--- src/rtl/cdma_tx_sched.sv ---
// Round-robin transmit scheduler for the gold-code CDMA spreader. A granted byte is sent
// MSB-first, each bit held for CHIPS_PER_BIT chips. BITS_PER_FRAME must be 1..8.
module cdma_tx_sched #(
    parameter int NUM_USERS      = 4,
    parameter int CHIPS_PER_BIT  = 31,
    parameter int BITS_PER_FRAME = 8,
    parameter int GUARD_CYCLES   = 2,
    localparam int UW = (NUM_USERS > 1) ? $clog2(NUM_USERS) : 1
) (
    input  logic                   clk_i,
    input  logic                   rst_i,
    input  logic [NUM_USERS-1:0]   valid_i,
    input  logic [8*NUM_USERS-1:0] data_i,
    input  logic [4*NUM_USERS-1:0] seed_i,
    output logic [NUM_USERS-1:0]   ready_o,
    output logic [3:0]             seed_o,
    output logic                   set_n_o,
    output logic                   signal_o,
    output logic                   tx_active_o,
    output logic [UW-1:0]          user_o,
    output logic                   err_o
);

    localparam int CW = (CHIPS_PER_BIT > 1) ? $clog2(CHIPS_PER_BIT) : 1;
    localparam int BW = (BITS_PER_FRAME > 1) ? $clog2(BITS_PER_FRAME) : 1;
    localparam int GW = (GUARD_CYCLES > 1) ? $clog2(GUARD_CYCLES) : 1;

    typedef enum logic [2:0] {
        ST_IDLE,
        ST_LOAD,
        ST_SPREAD,
        ST_REJECT,
        ST_GUARD
    } state_t;

    state_t               state_q, state_d;
    logic [UW-1:0]        rr_q, rr_d;
    logic [7:0]           shift_q, shift_d;
    logic [CW-1:0]        chip_q, chip_d;
    logic [BW-1:0]        bit_q, bit_d;
    logic [GW-1:0]        guard_q, guard_d;
    logic [NUM_USERS-1:0] ready_q, ready_d;
    logic [3:0]           seed_q, seed_d;
    logic                 set_n_q, set_n_d;
    logic                 signal_q, signal_d;
    logic                 tx_active_q, tx_active_d;
    logic [UW-1:0]        user_q, user_d;
    logic                 err_q, err_d;

    // Requests rotated so bit 0 is the user at the round-robin pointer.
    logic [NUM_USERS-1:0] req_rot;
    logic                 req_any;
    logic [UW-1:0]        grant_off;
    logic [UW:0]          grant_sum;
    logic [UW-1:0]        grant;
    logic [UW-1:0]        rr_next;
    logic [NUM_USERS-1:0] grant_onehot;
    logic [7:0]           grant_data;
    logic [3:0]           grant_seed;

    assign req_rot = NUM_USERS'({valid_i, valid_i} >> rr_q);
    assign req_any = |valid_i;

    always_comb begin
        grant_off = '0;
        for (int i = NUM_USERS - 1; i >= 0; i--) begin
            if (req_rot[i]) begin
                grant_off = UW'(i);
            end
        end
    end

    assign grant_sum    = {1'b0, rr_q} + {1'b0, grant_off};
    assign grant        = (grant_sum >= (UW+1)'(NUM_USERS))
                          ? UW'(grant_sum - (UW+1)'(NUM_USERS))
                          : grant_sum[UW-1:0];
    assign rr_next      = (grant == UW'(NUM_USERS - 1)) ? '0 : grant + UW'(1);
    assign grant_onehot = NUM_USERS'(1) << grant;
    assign grant_data   = data_i[int'(grant)*8 +: 8];
    assign grant_seed   = seed_i[int'(grant)*4 +: 4];

    always_comb begin
        state_d     = state_q;
        rr_d        = rr_q;
        shift_d     = shift_q;
        chip_d      = chip_q;
        bit_d       = bit_q;
        guard_d     = guard_q;
        ready_d     = '0;
        seed_d      = seed_q;
        set_n_d     = 1'b1;
        signal_d    = 1'b0;
        tx_active_d = 1'b0;
        user_d      = user_q;
        err_d       = 1'b0;

        unique case (state_q)
            ST_IDLE: begin
                if (req_any) begin
                    user_d  = grant;
                    rr_d    = rr_next;
                    shift_d = grant_data;
                    ready_d = grant_onehot;
                    if (grant_seed == 4'h0) begin
                        state_d = ST_REJECT;
                        err_d   = 1'b1;
                    end else begin
                        state_d = ST_LOAD;
                        set_n_d = 1'b0;
                        seed_d  = grant_seed;
                    end
                end
            end

            ST_LOAD: begin
                state_d     = ST_SPREAD;
                chip_d      = '0;
                bit_d       = '0;
                tx_active_d = 1'b1;
                signal_d    = shift_q[BITS_PER_FRAME-1];
            end

            ST_SPREAD: begin
                if (chip_q == CW'(CHIPS_PER_BIT - 1)) begin
                    if (bit_q == BW'(BITS_PER_FRAME - 1)) begin
                        state_d = (GUARD_CYCLES == 0) ? ST_IDLE : ST_GUARD;
                        guard_d = '0;
                    end else begin
                        chip_d      = '0;
                        bit_d       = bit_q + BW'(1);
                        shift_d     = shift_q << 1;
                        tx_active_d = 1'b1;
                        signal_d    = shift_d[BITS_PER_FRAME-1];
                    end
                end else begin
                    chip_d      = chip_q + CW'(1);
                    tx_active_d = 1'b1;
                    signal_d    = shift_q[BITS_PER_FRAME-1];
                end
            end

            ST_REJECT: begin
                state_d = (GUARD_CYCLES == 0) ? ST_IDLE : ST_GUARD;
                guard_d = '0;
            end

            ST_GUARD: begin
                if (guard_q == GW'(GUARD_CYCLES - 1)) begin
                    state_d = ST_IDLE;
                end else begin
                    guard_d = guard_q + GW'(1);
                end
            end

            default: begin
                state_d = ST_IDLE;
            end
        endcase
    end

    always_ff @(posedge clk_i) begin
        if (rst_i) begin
            state_q     <= ST_IDLE;
            rr_q        <= '0;
            shift_q     <= '0;
            chip_q      <= '0;
            bit_q       <= '0;
            guard_q     <= '0;
            ready_q     <= '0;
            seed_q      <= '0;
            set_n_q     <= 1'b1;
            signal_q    <= 1'b0;
            tx_active_q <= 1'b0;
            user_q      <= '0;
            err_q       <= 1'b0;
        end else begin
            state_q     <= state_d;
            rr_q        <= rr_d;
            shift_q     <= shift_d;
            chip_q      <= chip_d;
            bit_q       <= bit_d;
            guard_q     <= guard_d;
            ready_q     <= ready_d;
            seed_q      <= seed_d;
            set_n_q     <= set_n_d;
            signal_q    <= signal_d;
            tx_active_q <= tx_active_d;
            user_q      <= user_d;
            err_q       <= err_d;
        end
    end

    assign ready_o     = ready_q;
    assign seed_o      = seed_q;
    assign set_n_o     = set_n_q;
    assign signal_o    = signal_q;
    assign tx_active_o = tx_active_q;
    assign user_o      = user_q;
    assign err_o       = err_q;

endmodule

--- config.mk ---
export PLATFORM = sky130hd
export DESIGN_NAME = cdma_tx_sched
export DESIGN_NICKNAME = d
export VERILOG_FILES = /design/src/rtl/cdma_tx_sched.sv
export SDC_FILE = /design/constraint.sdc
export NUM_CORES = 1
export LEC_CHECK = 0
export BUFFER_PORTS_ARGS = -buffer_cell sky130_fd_sc_hd__buf_2
export CAP_MARGIN = 10
export CORE_MARGIN = 2
export CORE_UTILIZATION = 55
export DETAILED_ROUTE_END_ITERATION = 8
export PLACE_DENSITY = 0.85
export SYNTH_ARGS = -nofsm -noshare
export SYNTH_HDL_FRONTEND = slang
export SYNTH_SLANG_ARGS = --single-unit
export TNS_END_PERCENT = 1
--- constraint.sdc ---
create_clock -name clk_i -period 6.55 [get_ports clk_i]
set_input_delay 1.31 -clock clk_i [delete_from_list [all_inputs] [get_ports clk_i]]
set_output_delay 1.31 -clock clk_i [all_outputs]
set_load 0.005 [all_outputs]
==> reports/metrics.cfg, run 1 <==
[power]
power_frac_clock_pct=18.0
leakage_nw=1.15
switchingPower_mw=0.451
cellPowerDensity_nw_per_um2=411
p_comb_share_pct=50.9
p_int_mw=0.638
p_total_mw=1.09
p_sw_share_pct=41.4
power_frac_seq_pct=31.1
ir_worst_vdd_mv=0.271

[cells_and_area]
final_area_um2=2650
final_util_pct=67.2
antenna_cells=0
area_delta_synth_final_pct=19.4
drive_gt1_share_pct=27.2
finalNonFillerCells=384
nets=392

[floorplan]
start_util_pct=56.3
die_w_um=67.5
num_io_pins=68
core_um2=3940
die_area_um2=4560
num_rows=23
die_h_um=67.5

[global_routing]
grt_pass1_wl_um=8810
grt_pass1_vias=2015
grtUsageTotal_pct=25.5
grt.overflow.total=0
antenna_found_initial=0
grt_max_degree=24

[timing]
min_period_ns=3.86
relSlewSlack_pct=53.8
slew_violations=0
worst_pin_slew_ns=0.691
grt_setup_unrepaired=false
skew_ns=0.00775
tns_ns=0
fmax_mhz=259
hold_viol=0
fin_ws_ns=2.69
setup_violations=0
fin_crit_sh_pct=59.0
hold_slack_ns=0.475

[clock_tree]
clock_latency_ns=0.29
ctsResizeCount=0
ctsLongestPathBuffers=2
cts.hold.buffers_added=0
clock-root-buffer=clkbuf_8
postCtsSetupBuffers=0
cts_max_level=2
cts_made_buffers=5
cts_sinks=36
clk_pin_slew_worst_paths_ns=0.07
cts_tree=yes

[synthesis]
ys_ff_latch=36
avgSynthCellArea_um2=8.10
async_reset_ff_share_pct=0
synth_cells=274
synth_nets=333
synth_edf_count=0
syn_area_um2=2220
ys_warn_count=0
synth-main-ff-cell=dfxtp_1
ys_types=56
synth_seq_area_share_pct=32.5

[worst_hold_path]
hp-start=seed_o[2]$_SDFFE_PP0P_
holdPathEnd=seed_o[2]$_SDFFE_PP0P_
hold_depth=2
min_path_type=reg -> reg

[place]
dp.cells=376
pre_cts_slack_ns=2.36
place_area_um2=2540
portBuffers=67
dp_hpwl_um=4060
globalplace.congestion=0.943

[critical_path]
worstPathArrival_ns=4.01
crit_type=in -> reg
path_max_fanout=17
worstSetupEndpointType=register
crit_start=valid_i[2]
path_buf_inv=1
cpPeakStageDelay_ns=0.58
path_cells=buf_2, or4_1, o2111ai_1, ha_1, xor2_1, nand3_2, nand2_2, mux2i_1, o221ai_1
r2r_cells=8
worstPathRequired_ns=6.70
regToRegStartpoint=rr_q[0]$_SDFFE_PP0P_
cp_slowest_cell=xor2_1
cpLargestDelayFamily=simple AND/OR/NAND/NOR gates
r2r_end=shift_q[6]$_SDFFE_PP0P_
reg2reg_slack_ns=3.43
cp-start-kind=input port

[route]
antenna_left=0
drc=0
via_per_inst=5.80
wl_um=5430
routed-via-count=2228
wl_per_cell_um=14.1
first_pass_iters=4
drt-initial-drc-count=146

[flow_run]
max-cap-violations=0

[outcome]
outcome=complete, no violations

-- state kept, by name (all words and copies together), names as in the netlist, 2 cells and up --
register and count:
shift_q 8, chip_q 5, ready_o 4, seed_o 4, bit_q 3, state_q 3
rr_q 2, user_o 2
-- how the worst max path moves through the flow --
stage / to / slack [ns] / cells after the start
CTS: shift_q[6]$_SDFFE_PP0P_ / 2.66 / 9
detailed placement: shift_q[6]$_SDFFE_PP0P_ / 2.36 / 9
global route: shift_q[6]$_SDFFE_PP0P_ / 2.50 / 9
floorplan: seed_o[3]$_SDFFE_PP0P_ / 2.75 / 9
global placement: shift_q[7]$_SDFFE_PP0P_ / 2.56 / 9
finish: shift_q[6]$_SDFFE_PP0P_ / 2.69 / 9
-- cells in the final DEF (no fill, tap or decap), types with 2 or more instances in the layout --
master,synthesis,final
nor2_1,32,32
ha_1,5,5
nand2b_1,7,7
a311o_2,2,2
nand2_1,43,43
mux4_2,4,4
nor4_1,3,3
o21a_1,2,2
o21ai_0,8,8
nand3_1,8,8
or3_1,2,2
a221oi_1,4,4
nand3b_1,2,2
and3_1,4,4
dfxtp_1,36,36
o31a_1,2,2
inv_1,7,7
a211oi_1,2,2
clkbuf_8,0,5
o21ai_1,2,2
a21oi_1,19,19
o211ai_1,3,3
or4_1,3,3
nand2_2,2,2
a32oi_1,6,6
a22o_1,2,2
nor3_1,5,5
mux2i_1,15,15
o221ai_1,7,7
buf_2,2,67
-- worst min-delay path, delay by kind of cell (launching register included) --
family | cells | cell delay, ns
buf+inv | 1 | 0.05
flops | 1 | 0.31
compound gates | 1 | 0.06
-- routing by layer --
metal | routed length, um | part of all wire, % | global-route usage [%] | up-vias
li1 | - | - | - | 1125
met1 | 2410 | 44 | 32.1 | 1005
met2 | 2600 | 48 | 42.9 | 91
met3 | 367 | 6.8 | 6.00 | 7
met4 | 51 | 0.94 | 8.16 | 0
met5 | 0 | 0 | 0 | -
-- power groups by stage --
stage	logic (mW)	clock network, mW	registers [mW]
final	0.554	0.196	0.339
after global routing	0.616	0.207	0.347
after CTS	0.554	0.197	0.337
after detailed placement	0.554	0	0.341
after global placement	0.535	0	0.339
after floorplan	0.465	0	0.314
-- cells by family (layout without fill, tap and decap cells) --
group	after synthesis	in the layout	synth area share (%)
muxes	20	20	11.3
buffers and inverters	24	84	5.08
and+or+nand+nor	119	119	25.5
DFF	36	36	32.5
adders and majority gates	5	5	2.82
xor gates and xnor gates	2	2	0.790
AOI/OAI and AO/OA	68	68	21.9
-- cell type report --
| type | count | area (um2) |
|---|---|---|
| clock buffers | 5 | 68.8 |
| well taps | 50 | 62.6 |
| fillers | 305 | 1290 |
| repair buffers | 67 | 335 |
| inverters | 9 | 33.8 |
| clock inverters | 3 | 42.5 |
| flip-flops and latches | 36 | 721 |
| multi-input cells | 214 | 1390 |
-- cells in the mapped netlist (3+ instances only) --
master / instances / area share [%]
a32oi_1: 6 / 2.4
nand3_1: 8 / 1.8
and3_1: 4 / 1.1
or4_1: 3 / 1.0
nand2b_1: 7 / 2.0
inv_1: 7 / 1.2
mux4_2: 4 / 4.1
o221ai_1: 7 / 2.8
nor3_1: 5 / 1.1
o21ai_0: 8 / 1.8
buf_4: 3 / 1.0
a221oi_1: 4 / 1.6
nor2_1: 32 / 5.4
mux2i_1: 15 / 6.8
dfxtp_1: 36 / 32
nor4_1: 3 / 0.85
clkbuf_1: 6 / 1.0
nand2_1: 43 / 7.3
o211ai_1: 3 / 1.0
a21oi_1: 19 / 4.3
ha_1: 5 / 2.8
No activity file was read; power rests on OpenSTA's default activity.
==> run 2, diff against run 1 <==
--- a/config.mk
+++ b/config.mk
@@ -8,9 +8,9 @@
 export BUFFER_PORTS_ARGS = -buffer_cell sky130_fd_sc_hd__buf_2
 export CAP_MARGIN = 10
 export CORE_MARGIN = 2
-export CORE_UTILIZATION = 55
+export CORE_UTILIZATION = 46
 export DETAILED_ROUTE_END_ITERATION = 8
-export PLACE_DENSITY = 0.85
+export PLACE_DENSITY = 0.76
 export SYNTH_ARGS = -nofsm -noshare
 export SYNTH_HDL_FRONTEND = slang
 export SYNTH_SLANG_ARGS = --single-unit
==> constraint.sdc (replaced) <==
create_clock -name clk_i -period 3.25 [get_ports clk_i]
set_input_delay 0.65 -clock clk_i [delete_from_list [all_inputs] [get_ports clk_i]]
set_output_delay 0.65 -clock clk_i [all_outputs]
set_load 0.005 [all_outputs]
==> reports/metrics.cfg, run 2 (synthesis gave the netlist of run 1 again) <==
[outcome]
outcome=complete, no violations

[power]
p_int_mw=1.38  ; +120%
power_frac_seq_pct=29.5  ; -1.6 points
ir_worst_vdd_mv=0.642  ; +140%
cellPowerDensity_nw_per_um2=841  ; +100%
leakage_nw=1.21  ; +4.6%
switchingPower_mw=0.922  ; +100%
p_sw_share_pct=40.0  ; -1.4 points
power_frac_clock_pct=16.7  ; -1.3 points
p_comb_share_pct=53.8  ; +2.9 points

[place]
dp_hpwl_um=4080  ; +0.50%
place_area_um2=2630  ; +3.6%
portBuffers=67  ; unchanged
globalplace.congestion=0.815  ; -14%

[worst_hold_path]
min_path_type=reg -> reg

[clock_tree]
clk_pin_slew_worst_paths_ns=0.07  ; about the same
clock_latency_ns=0.29  ; about the same
cts_tree=yes
clock-root-buffer=clkbuf_8
cts.hold.buffers_added=0  ; unchanged
cts_max_level=2  ; unchanged
postCtsSetupBuffers=0  ; unchanged
cts_sinks=36  ; unchanged
ctsResizeCount=0  ; unchanged
cts_made_buffers=5  ; unchanged
ctsLongestPathBuffers=2  ; unchanged

[timing]
setup_violations=0  ; unchanged
hold_viol=0  ; unchanged
slew_violations=0  ; unchanged
tns_ns=0  ; unchanged
fin_crit_sh_pct=85.1
min_period_ns=2.77
grt_setup_unrepaired=false
fmax_mhz=361
worst_pin_slew_ns=0.718  ; +0.0276 ns
relSlewSlack_pct=52.1  ; -1.7 points
skew_ns=0.00225  ; -0.00550 ns

[critical_path]
worstSetupEndpointType=register
worstPathArrival_ns=2.95  ; -1.06 ns
r2r_cells=10  ; +2
cp-start-kind=input port
path_max_fanout=9  ; -8
regToRegStartpoint=rr_q[0]$_SDFFE_PP0P_
cpMostUsedCell=buf_4
path_buf_inv=3  ; +2
reg2reg_slack_ns=0.55  ; -2.88 ns
crit_type=in -> reg
r2r_end=seed_o[1]$_SDFFE_PP0P_
cpPeakStageDelay_ns=0.51  ; -0.07 ns
cpLargestDelayFamily=compound AO/OA/AOI/OAI gates
endpoint=seed_o[1]$_SDFFE_PP0P_
worstPathRequired_ns=3.43  ; -3.27 ns
cp_slowest_cell=or4_1
crit_start=valid_i[2]
path_depth=11  ; +2
path_cells=buf_2, or4_1, o2111ai_1, ha_1, xor2_1, buf_4, a21o_1, buf_4, a21oi_1, o21ai_1, a311o_2

[cells_and_area]
final_area_um2=2740  ; +3.4%
largest_register_ffs=8  ; unchanged
area_delta_synth_final_pct=23.4
drive_gt1_share_pct=29.1  ; +1.8 points
layout_commonest_cell=buf_2
layout_common_cells=buf_2 (67), nand2_1 (43), dfxtp_1 (36)
nets=402  ; +2.6%
regMostFlops=shift_q
reg_top3=shift_q x8, chip_q x5
antenna_cells=0  ; unchanged

[route]
drt-initial-drc-count=128  ; -12%
wl_um=5390  ; -0.66%
via_per_inst=5.67  ; -2.3%
first_pass_iters=4  ; unchanged
routed-via-count=2257  ; +1.3%
antenna_left=0  ; unchanged
wl_per_cell_um=13.5  ; -4.2%
drc=0  ; unchanged

[global_routing]
grt_max_degree=24  ; unchanged
grt.overflow.total=0  ; unchanged
use_met1_pct=29.1  ; -3.0 points
grt_pass1_wl_um=9320  ; +5.7%
antenna_found_initial=0  ; unchanged
top_usage_layer=met2
grtUsageTotal_pct=21.8  ; -3.7 points
gr-usage-met3_pct=3.98  ; -2.0 points
grt_pass1_vias=2083  ; +3.4%
use_met2_pct=35.2  ; -7.7 points

[floorplan]
core_um2=4690  ; +19%
die_area_um2=5390  ; +18%
num_io_pins=68  ; unchanged
start_util_pct=47.3  ; -9.0 points
die_h_um=73.4  ; +8.8%
die_w_um=73.4  ; +8.8%
num_rows=25  ; +8.7%

[flow_run]
max-cap-violations=0  ; unchanged

run 2: cell count changes in the layout (fill, tap and decap cells not counted):
| cell | delta |
|---|---|
| buf_12 | +1 |
| buf_4 | +9 |
| clkbuf_1 | +1 |
| clkinvlp_4 | -1 |
run 2: cell type report:
class	count	area, um2
multi-input cells	214	1390
repair buffers	77	423
well taps	54	67.6
clock inverters	2	35.0
inverters	9	33.8
clock buffers	6	72.6
flip-flops and latches	36	721
fillers	448	1950
run 2: how the worst min path moves through the flow:
stage,from,cells after the start,to,slack [ns]
floorplan,user_o[0]$_SDFFE_PP0P_,2,user_o[0]$_SDFFE_PP0P_,0.45
detailed placement,user_o[0]$_SDFFE_PP0P_,2,user_o[0]$_SDFFE_PP0P_,0.46
global placement,user_o[0]$_SDFFE_PP0P_,2,user_o[0]$_SDFFE_PP0P_,0.45
CTS,user_o[0]$_SDFFE_PP0P_,2,user_o[0]$_SDFFE_PP0P_,0.47
finish,user_o[0]$_SDFFE_PP0P_,2,user_o[0]$_SDFFE_PP0P_,0.47
global route,user_o[0]$_SDFFE_PP0P_,2,user_o[0]$_SDFFE_PP0P_,0.51
run 2: tightest hold or removal path, cell delays in order (launching register included):
cell     delay, ns
dfxtp_1       0.32
nand2_1       0.05
a21oi_1       0.06
run 2: power by group through the flow:
stage / combinational [mW] / sequential, mW / clock [mW]
3_3_place_gp: 1.20 / 0.684 / 0
3_5_place_dp: 1.23 / 0.687 / 0
4_1_cts: 1.24 / 0.678 / 0.392
6_report: 1.24 / 0.680 / 0.385
5_1_grt: 1.37 / 0.697 / 0.411
2_1_floorplan: 0.936 / 0.633 / 0
run 2: per-stage QoR:
| stage | total power [mW] | instances | util (%) | setup slack, ns | hold WS [ns] |
|---|---|---|---|---|---|
| 4_1_cts | 2.31 | 398 | 58.3 | 0.505 | 0.470 |
| 2_1_floorplan | 1.57 | 274 | - | 0.110 | 0.453 |
| 6_report | 2.30 | 398 | 58.3 | 0.483 | 0.472 |
| 5_1_grt | 2.48 | 398 | 58.3 | 0.353 | 0.506 |
| 3_3_place_gp | 1.88 | 390 | 56.1 | 0.273 | 0.452 |
| 3_5_place_dp | 1.92 | 390 | 56.1 | 0.192 | 0.461 |
run 2: layer usage:
metal	vias to the layer above	routed length (um)
li1	1154	-
met1	1026	2490
met2	70	2560
met3	7	267
met4	0	70
met5	-	0
